## src/rtl/traffic_light_monitor.sv

```systemverilog
// traffic_light_monitor
//   Passive watchdog on a cyclic traffic-lamp bus. It registers the lamp code, tracks the
//   current phase and how long it has been held, and reports illegal codes, illegal phase
//   order and dwell times outside [N-TOL, N+TOL].
//
// Ports
//   clk         in   1      rising-edge clock
//   reset_n     in   1      asynchronous active-low reset
//   light       in   3      lamp code, [2]=RED [1]=YELLOW [0]=GREEN, one-hot when legal
//   err_clr     in   1      synchronous clear of err_sticky / err_code
//   phase       out  2      0=SYNC 1=RED 2=GREEN 3=YELLOW
//   dwell       out  CNT_W  cycles the current phase has been held (saturating)
//   cycle_cnt   out  CNT_W  completed RED->GREEN->YELLOW->RED cycles (saturating)
//   err_pulse   out  1      one-cycle strobe per error event
//   err_sticky  out  1      set by any error until err_clr or reset
//   err_code    out  3      first error since clear: 0 none 1 code 2 order 3 short 4 long
module traffic_light_monitor #(
  parameter int unsigned RED_CYCLES    = 5,
  parameter int unsigned GREEN_CYCLES  = 4,
  parameter int unsigned YELLOW_CYCLES = 2,
  parameter int unsigned TOL           = 0,
  parameter int unsigned CNT_W         = 8
) (
  input  logic             clk,
  input  logic             reset_n,
  input  logic [2:0]       light,
  input  logic             err_clr,
  output logic [1:0]       phase,
  output logic [CNT_W-1:0] dwell,
  output logic [CNT_W-1:0] cycle_cnt,
  output logic             err_pulse,
  output logic             err_sticky,
  output logic [2:0]       err_code
);

  localparam logic [1:0] PH_SYNC   = 2'd0;
  localparam logic [1:0] PH_RED    = 2'd1;
  localparam logic [1:0] PH_GREEN  = 2'd2;
  localparam logic [1:0] PH_YELLOW = 2'd3;

  localparam logic [2:0] LAMP_RED    = 3'b100;
  localparam logic [2:0] LAMP_YELLOW = 3'b010;
  localparam logic [2:0] LAMP_GREEN  = 3'b001;

  localparam logic [2:0] ERR_NONE    = 3'd0;
  localparam logic [2:0] ERR_CODE    = 3'd1;
  localparam logic [2:0] ERR_ORDER   = 3'd2;
  localparam logic [2:0] ERR_SHORT   = 3'd3;
  localparam logic [2:0] ERR_LONG    = 3'd4;

  // One extra bit so N+TOL and dwell+TOL never wrap.
  localparam logic [CNT_W:0] RED_N    = (CNT_W+1)'(RED_CYCLES);
  localparam logic [CNT_W:0] GREEN_N  = (CNT_W+1)'(GREEN_CYCLES);
  localparam logic [CNT_W:0] YELLOW_N = (CNT_W+1)'(YELLOW_CYCLES);
  localparam logic [CNT_W:0] TOL_N    = (CNT_W+1)'(TOL);

  logic [2:0]       light_q, light_prev_q;
  logic [1:0]       phase_q, phase_d;
  logic [CNT_W-1:0] dwell_q, dwell_d;
  logic [CNT_W-1:0] cycle_q, cycle_d;
  logic             err_pulse_q;
  logic             err_sticky_q, err_sticky_d;
  logic [2:0]       err_code_q, err_code_d;

  logic             changed;
  logic             legal;
  logic [1:0]       code_phase;
  logic [1:0]       next_phase;
  logic [CNT_W:0]   n_sel;
  logic [CNT_W:0]   dwell_ext;
  logic             dwell_ok;
  logic             dwell_long;
  logic             err_ev;
  logic [2:0]       err_new;

  // Decode the registered lamp code into the phase it requests.
  always_comb begin
    code_phase = PH_SYNC;
    unique case (light_q)
      LAMP_RED:    code_phase = PH_RED;
      LAMP_GREEN:  code_phase = PH_GREEN;
      LAMP_YELLOW: code_phase = PH_YELLOW;
      default:     code_phase = PH_SYNC;
    endcase
  end

  // Legal successor and required dwell of the phase currently being tracked.
  always_comb begin
    next_phase = PH_SYNC;
    n_sel      = '0;
    case (phase_q)
      PH_RED: begin
        next_phase = PH_GREEN;
        n_sel      = RED_N;
      end
      PH_GREEN: begin
        next_phase = PH_YELLOW;
        n_sel      = GREEN_N;
      end
      PH_YELLOW: begin
        next_phase = PH_RED;
        n_sel      = YELLOW_N;
      end
      default: begin
        next_phase = PH_SYNC;
        n_sel      = '0;
      end
    endcase
  end

  assign changed    = (light_q != light_prev_q);
  assign legal      = (code_phase != PH_SYNC);
  assign dwell_ext  = {1'b0, dwell_q};
  assign dwell_ok   = (dwell_ext + TOL_N >= n_sel) && (dwell_ext <= n_sel + TOL_N);
  // Holding one more cycle would reach N+TOL+1.
  assign dwell_long = (dwell_ext == n_sel + TOL_N);

  always_comb begin
    phase_d = phase_q;
    dwell_d = dwell_q;
    cycle_d = cycle_q;
    err_ev  = 1'b0;
    err_new = ERR_NONE;

    if (phase_q == PH_SYNC) begin
      if (changed && legal) begin
        phase_d = code_phase;
        dwell_d = CNT_W'(1);
      end
    end else if (!changed) begin
      if (dwell_long) begin
        err_ev  = 1'b1;
        err_new = ERR_LONG;
      end else if (dwell_q != {CNT_W{1'b1}}) begin
        dwell_d = dwell_q + CNT_W'(1);
      end
    end else if (!legal) begin
      err_ev  = 1'b1;
      err_new = ERR_CODE;
    end else if (code_phase != next_phase) begin
      err_ev  = 1'b1;
      err_new = ERR_ORDER;
    end else if (!dwell_ok) begin
      err_ev  = 1'b1;
      err_new = ERR_SHORT;
    end else begin
      phase_d = code_phase;
      dwell_d = CNT_W'(1);
      if (phase_q == PH_YELLOW && cycle_q != {CNT_W{1'b1}}) begin
        cycle_d = cycle_q + CNT_W'(1);
      end
    end

    if (err_ev) begin
      phase_d = PH_SYNC;
      dwell_d = '0;
    end
  end

  // A new error on the same edge as err_clr wins over the clear.
  always_comb begin
    err_sticky_d = err_sticky_q;
    err_code_d   = err_code_q;
    if (err_clr) begin
      err_sticky_d = err_ev;
      err_code_d   = err_ev ? err_new : ERR_NONE;
    end else if (err_ev) begin
      err_sticky_d = 1'b1;
      if (err_code_q == ERR_NONE) begin
        err_code_d = err_new;
      end
    end
  end

  always_ff @(posedge clk or negedge reset_n) begin
    if (!reset_n) begin
      light_q      <= 3'b000;
      light_prev_q <= 3'b000;
      phase_q      <= PH_SYNC;
      dwell_q      <= '0;
      cycle_q      <= '0;
      err_pulse_q  <= 1'b0;
      err_sticky_q <= 1'b0;
      err_code_q   <= ERR_NONE;
    end else begin
      light_q      <= light;
      light_prev_q <= light_q;
      phase_q      <= phase_d;
      dwell_q      <= dwell_d;
      cycle_q      <= cycle_d;
      err_pulse_q  <= err_ev;
      err_sticky_q <= err_sticky_d;
      err_code_q   <= err_code_d;
    end
  end

  assign phase      = phase_q;
  assign dwell      = dwell_q;
  assign cycle_cnt  = cycle_q;
  assign err_pulse  = err_pulse_q;
  assign err_sticky = err_sticky_q;
  assign err_code   = err_code_q;

endmodule

```

## config.mk

```make
export PLATFORM = sky130hd
export DESIGN_NAME = traffic_light_monitor
export DESIGN_NICKNAME = d
export VERILOG_FILES = /design/src/rtl/traffic_light_monitor.sv
export SDC_FILE = /design/constraint.sdc
export NUM_CORES = 1
export LEC_CHECK = 0
export BUFFER_PORTS_ARGS = -buffer_cell sky130_fd_sc_hd__buf_2
export CORE_UTILIZATION = 40
export DETAILED_ROUTE_END_ITERATION = 8
export SLEW_MARGIN = 20
export SYNTH_ARGS = -nofsm -noshare
export SYNTH_HDL_FRONTEND = slang
export SYNTH_SLANG_ARGS = --single-unit
```

## constraint.sdc

```tcl
create_clock -name clk -period 2.1 [get_ports clk]
set_input_delay 0.315 -clock clk [delete_from_list [all_inputs] [get_ports clk]]
set_output_delay 0.315 -clock clk [all_outputs]
set_load 0.05 [all_outputs]
```

After elaboration in Yosys (flattened, before gate mapping)
Index checks and enable logic that the tools add are counted.
{ "word_totals": {"elab_cells": 84, "reg_bits": 29, "output_inout_bits": 23} }
{ "classes": {"n_eq_ne": 17, "n_lt_le_gt_ge": 2, "n_mux": 37, "reduce_logical": 16, "add_sub_neg": 2, "bitwise": 2} }
{ "op_table": {"columns": ["operator", "n"], "rows": [
  ["8-bit two-way mux", 9],
  ["3-bit two-way mux", 7],
  ["2-bit two-way mux", 10],
  ["8-bit by 1-bit adder with 8-bit output, second input constant", 2],
  ["8-bit inequality test, second input constant", 2],
  ["2-bit one-hot mux with 3 select lines", 2],
  ["6-bit AND reduction", 2],
  ["8-bit by 9-bit equality test with 1-bit output", 1],
  ["8-bit by 9-bit greater-or-equal comparator with 1-bit output", 1],
  ["8-bit by 9-bit <= comparator with 1-bit output", 1],
  ["3-bit one-hot mux with 3 select lines", 1],
  ["3-bit nonzero test", 3],
  ["1-bit two-way mux", 8],
  ["4-bit by 1-bit inequality test with 1-bit output, second input constant", 2],
  ["2-bit nonzero test", 3],
  ["5-bit AND reduction", 1],
  ["2-bit equality test, second input constant", 2],
  ["4-bit by 2-bit inequality test with 1-bit output, second input constant", 1],
  ["4-bit inequality test, second input constant", 1],
  ["4-bit nonzero test", 1],
  ["3-bit by 1-bit equality test with 1-bit output, second input constant", 1],
  ["3-bit by 2-bit equality test with 1-bit output, second input constant", 1],
  ["3-bit equality test, second input constant", 1],
  ["1-bit logical AND", 3],
  ["9 further kinds", 10]
]} }

Depth between registers and ports, before layout
{ "depth": {"ltp_word": 12, "ltp_mapped": 8} }

Least setup slack after synthesis
OpenSTA, ideal clock, no wires.
{ "synth_path": {"kind": "reg-to-reg", "start": "reg phase_q[0] (netlist: phase[0])", "end": "reg cycle_q[1] (netlist: cycle_cnt[1])", "setup_slack_ns": -0.506, "required_ns": 1.972, "path_buffers": 0, "t_arrival_ns": 2.478, "path_stages_with_launch": 8, "cell_sequence": "dfrtp_1 > inv_1 > ha_1 > o21bai_1 > mux2_4 > o311a_4 > nor3_2 > mux2_1"} }
{ "synth_between": {"elab_chain_len": 5, "word_cells_on_any_way": 14, "classes_between": "2 x order compare; 4 x eq/ne; 2 x mux; 2 x bitwise; 4 x reduce/logical"} }
{ "synth_lines": {"columns": ["item", "line", "text"], "rows": [
  ["from (decl)", "58", "logic [1:0] phase_q, phase_d;"],
  ["from (signal assigned)", "188", "phase_q <= phase_d;"],
  ["2-bit equality test, or another cell as far along", "91, 149", null],
  ["3-bit one-hot mux with 3 select lines or 2-bit one-hot mux with 3 select lines (tied branches)", "91", "case (phase_q)"],
  ["8-bit by 9-bit greater-or-equal comparator with 1-bit output, or another cell as far along", "114", "assign dwell_ok = (dwell_ext + TOL_N >= n_sel) && (dwell_ext <= n_sel + TOL_N);"],
  ["1-bit logical AND or 1-bit NOT (tied branches)", null, null],
  ["6-bit AND reduction (no line) *", null, null],
  ["to (signal assigned)", "190", "cycle_q <= cycle_d;"],
  ["to (decl)", "60", "logic [CNT_W-1:0] cycle_q, cycle_d;"]
]} }
Every way passes the cells marked *; elsewhere a longest branch is shown, timed or not.
A chain may end at the register's enable or synchronous reset.

Worst setup path in the final report
{ "layout_path": {"start": "reg phase_q[1] (netlist: phase[1])", "end": "reg cycle_q[1] (netlist: cycle_cnt[1])"} }
Same word-level chain as after synthesis.

==> out/metrics.cfg <==
[clock_tree]
cts_made_buffers=5
cts.clk_slew.worst_paths_ps=60
cts_buffer_depth=2
htreeDepth=2
numClockSinks=29
cts-root-buf=clkbuf_8
clk_latency_ps=280
cts_tree=yes

[floorplan]
initial_core_util_pct=42.81
die_h_um=68.37
die-area_um2=4674
io_pins=29
fp.dieW_um=68.37
fp-row-count=23
core_um2=4115

[timing]
rsz0062_at_grt=yes
fin_skew_ps=4.031
max_freq_ghz=0.4671
slew_headroom_pct=58.06
setup_violations=3
min_period_ps=2141
whs_ps=46.55
setup_ws_ps=-40.74
fin_crit_sh_pct=101.9
hold_viol=0
slew_viol_final=0
tightest_slew_ps=629.1

[power]
p_leak_uw=0.001072
peakVddDrop_mv=0.8477
power.total_uw=2300
p_per_area_nw_per_um2=1017

[synthesis]
postSynthAreaPerCell_um2=10.49
synth-edff-count=0
netlist_area_um2=1762
synth-async-reset-ratio_pct=100.0
yosysSeqAreaShare_pct=41.19
synthAdderAreaFrac_pct=4.830
synth_flop_cell=dfrtp_1
synth_cell_types=55
syn_nets=180
synth_top_family_by_area=simple AND/OR/NAND/NOR gates
synthMuxAreaShare_pct=2.060
yosysWarnings=0
ys_seq_elements=29
synth-simple-area-share_pct=21.52
syn_inst=168
synth-xor-area-share_pct=6.960
synth_compound_area_share_pct=19.11

[setup_path]
crit_start=phase[1]$_DFFE_PN0P_
critical_path_arrival_ps=2310
critical_path_class=reg2reg
reg2reg_to=cycle_cnt[1]$_DFFE_PN0P_
r2r_cells=6
cpPeakStageDelay_ps=450
critPathMaxFanout=7
cp_slowest_cell=dfrtp_2
cp-end-kind=flop
critPathRequiredTime_ps=2270
critPathCapture=cycle_cnt[1]$_DFFE_PN0P_
rr_startpoint=phase[1]$_DFFE_PN0P_
rrSetupSlack_ps=-40
cp_cell_sequence=ha_2 > o21bai_4 > mux2_4 > o311a_4 > nor3_4 > mux2_4
critPathLaunchType=flop
cp_common_cell=mux2_4

[layout]
final_common_cell=buf_2
antenna_cells=0
fin_nets=230
final_cell_mix=buf_2, dfrtp_1, buf_4
layout-drive-gt1-share_pct=39.27
fin_util_pct=54.97
area_delta_synth_final_pct=28.41

[grt]
antenna_found_initial=0
track_usage_pct=19.98
grt_pass1_vias=1376
grt_max_degree=30
grt-ovfl-total=0
grt_pass1_wl_um=6713

[outcome]
outcome=complete, but fails checks
violations=negative setup slack

[drt]
drt-wirelength-per-cell_um=15.21
drc=0
ant_nets=0
drtIter0Drc=67
vias=1486
finalWirelength_um=4092
routed_via_density=5.524
firstDrtPassIters=4

[place]
io_buffers=28
gp_congestion=0.7957
dpl.hpwl_um=3013

[hold_path]
hp-class=in2async

[flow_run]
max_cap_viol_count=0

==> worst min-delay path by stage <==
stage	start	endpoint	slack, ps	depth (start not counted)
final	reset_n	cycle_cnt[3]$_DFFE_PN0P_	50	1
after global routing	reset_n	cycle_cnt[4]$_DFFE_PN0P_	110	1
after CTS	reset_n	cycle_cnt[2]$_DFFE_PN0P_	70	1
after detailed placement	reset_n	cycle_cnt[3]$_DFFE_PN0P_	380	1
after global placement	reset_n	cycle_cnt[3]$_DFFE_PN0P_	370	1
after floorplan	reset_n	cycle_cnt[0]$_DFFE_PN0P_	20	0
==> logic make-up after synthesis <==
kind of cell,count (synthesis)
fa+ha+maj,7
simple gates,58
buf+inv,14
mux,3
xor+xnor,14
flops,29
compound gates,43
==> routing by layer <==
metal,global-route usage [%],routed length (um),vias up
met3,5.167,139,6
met4,9.375,68,0
met2,29.53,1906,24
li1,-,-,729
met1,27.00,1978,727
met5,0,0,-
==> power by group <==
group          total [uW]  internal (uW)  switching [uW]
combinational        1090            390             701
sequential            703            632            70.4
clock                 507            296             211
total                2300           1320             982
==> worst max-delay path: cells and delay by family, from the launching register on <==
| kind | cells | cell delay, ps |
|---|---|---|
| AND/OR/NAND/NOR | 1 | 160 |
| AO/OA/AOI/OAI | 2 | 570 |
| adder cells (fa/ha/maj) | 1 | 210 |
| multiplexers | 2 | 630 |
| flip-flops | 1 | 450 |
==> area by class of cell <==
class                   instances  area [um^2]
fillers                       379         1853
multi-input cells             125         1041
flip-flops and latches         29        730.7
repair buffers                 48        290.3
clock buffers                   7        96.34
well taps                      50        62.56
inverters                       9        36.28
clock inverters                 1        5.005
==> cell usage after synthesis, drive strengths merged, types with 2 or more instances <==
library cell / instances / area (um^2)
o31ai: 3 / 22.52
mux2: 2 / 26.27
xnor2: 5 / 43.79
xor2: 9 / 78.83
nor4: 5 / 50.05
nand2: 6 / 22.52
o21ai: 12 / 60.06
and3: 8 / 50.05
a21o: 2 / 15.01
nand3: 8 / 45.04
a32o: 3 / 30.03
and4: 3 / 26.28
nor3: 4 / 25.02
inv: 9 / 33.78
or4: 2 / 15.01
ha: 6 / 75.07
and2: 3 / 18.77
a21oi: 10 / 61.31
dfrtp: 29 / 725.7
nand2b: 3 / 18.77
buf: 5 / 42.53
a311oi: 2 / 17.52
nor2: 7 / 28.78
o311ai: 2 / 25.03
==> sequential cells by signal (all words and copies together) (netlist names) <==
name,count
cycle_cnt,8
err_sticky,1
phase,2
light_prev_q,3
err_pulse,1
light_q,3
dwell,8
err_code,3
==> timing repair <==
| action | in CTS | in global routing |
|---|---|---|
| buffers inserted | 0 | 6 |
| setup endpoints to repair | 9 | 19 |
| hold endpoints to repair | 0 | 0 |
| hold buffers | 0 | 0 |
| gates resized for setup | 1 | 10 |
| pin swaps | 0 | 4 |
==> through the flow <==
stage	cell area, um^2	setup TNS (ps)	setup slack, ps	cells
after CTS	2188	-271.6	-66.03	263
after floorplan	1824	-915.1	-178.0	168
final	2262	-68.48	-40.74	269
after global placement	2083	-51.17	-25.40	255
after global routing	2262	-862.3	-106.4	269
after detailed placement	2083	-178.4	-54.25	255
Note: power is estimated with default switching activity, not from simulation.
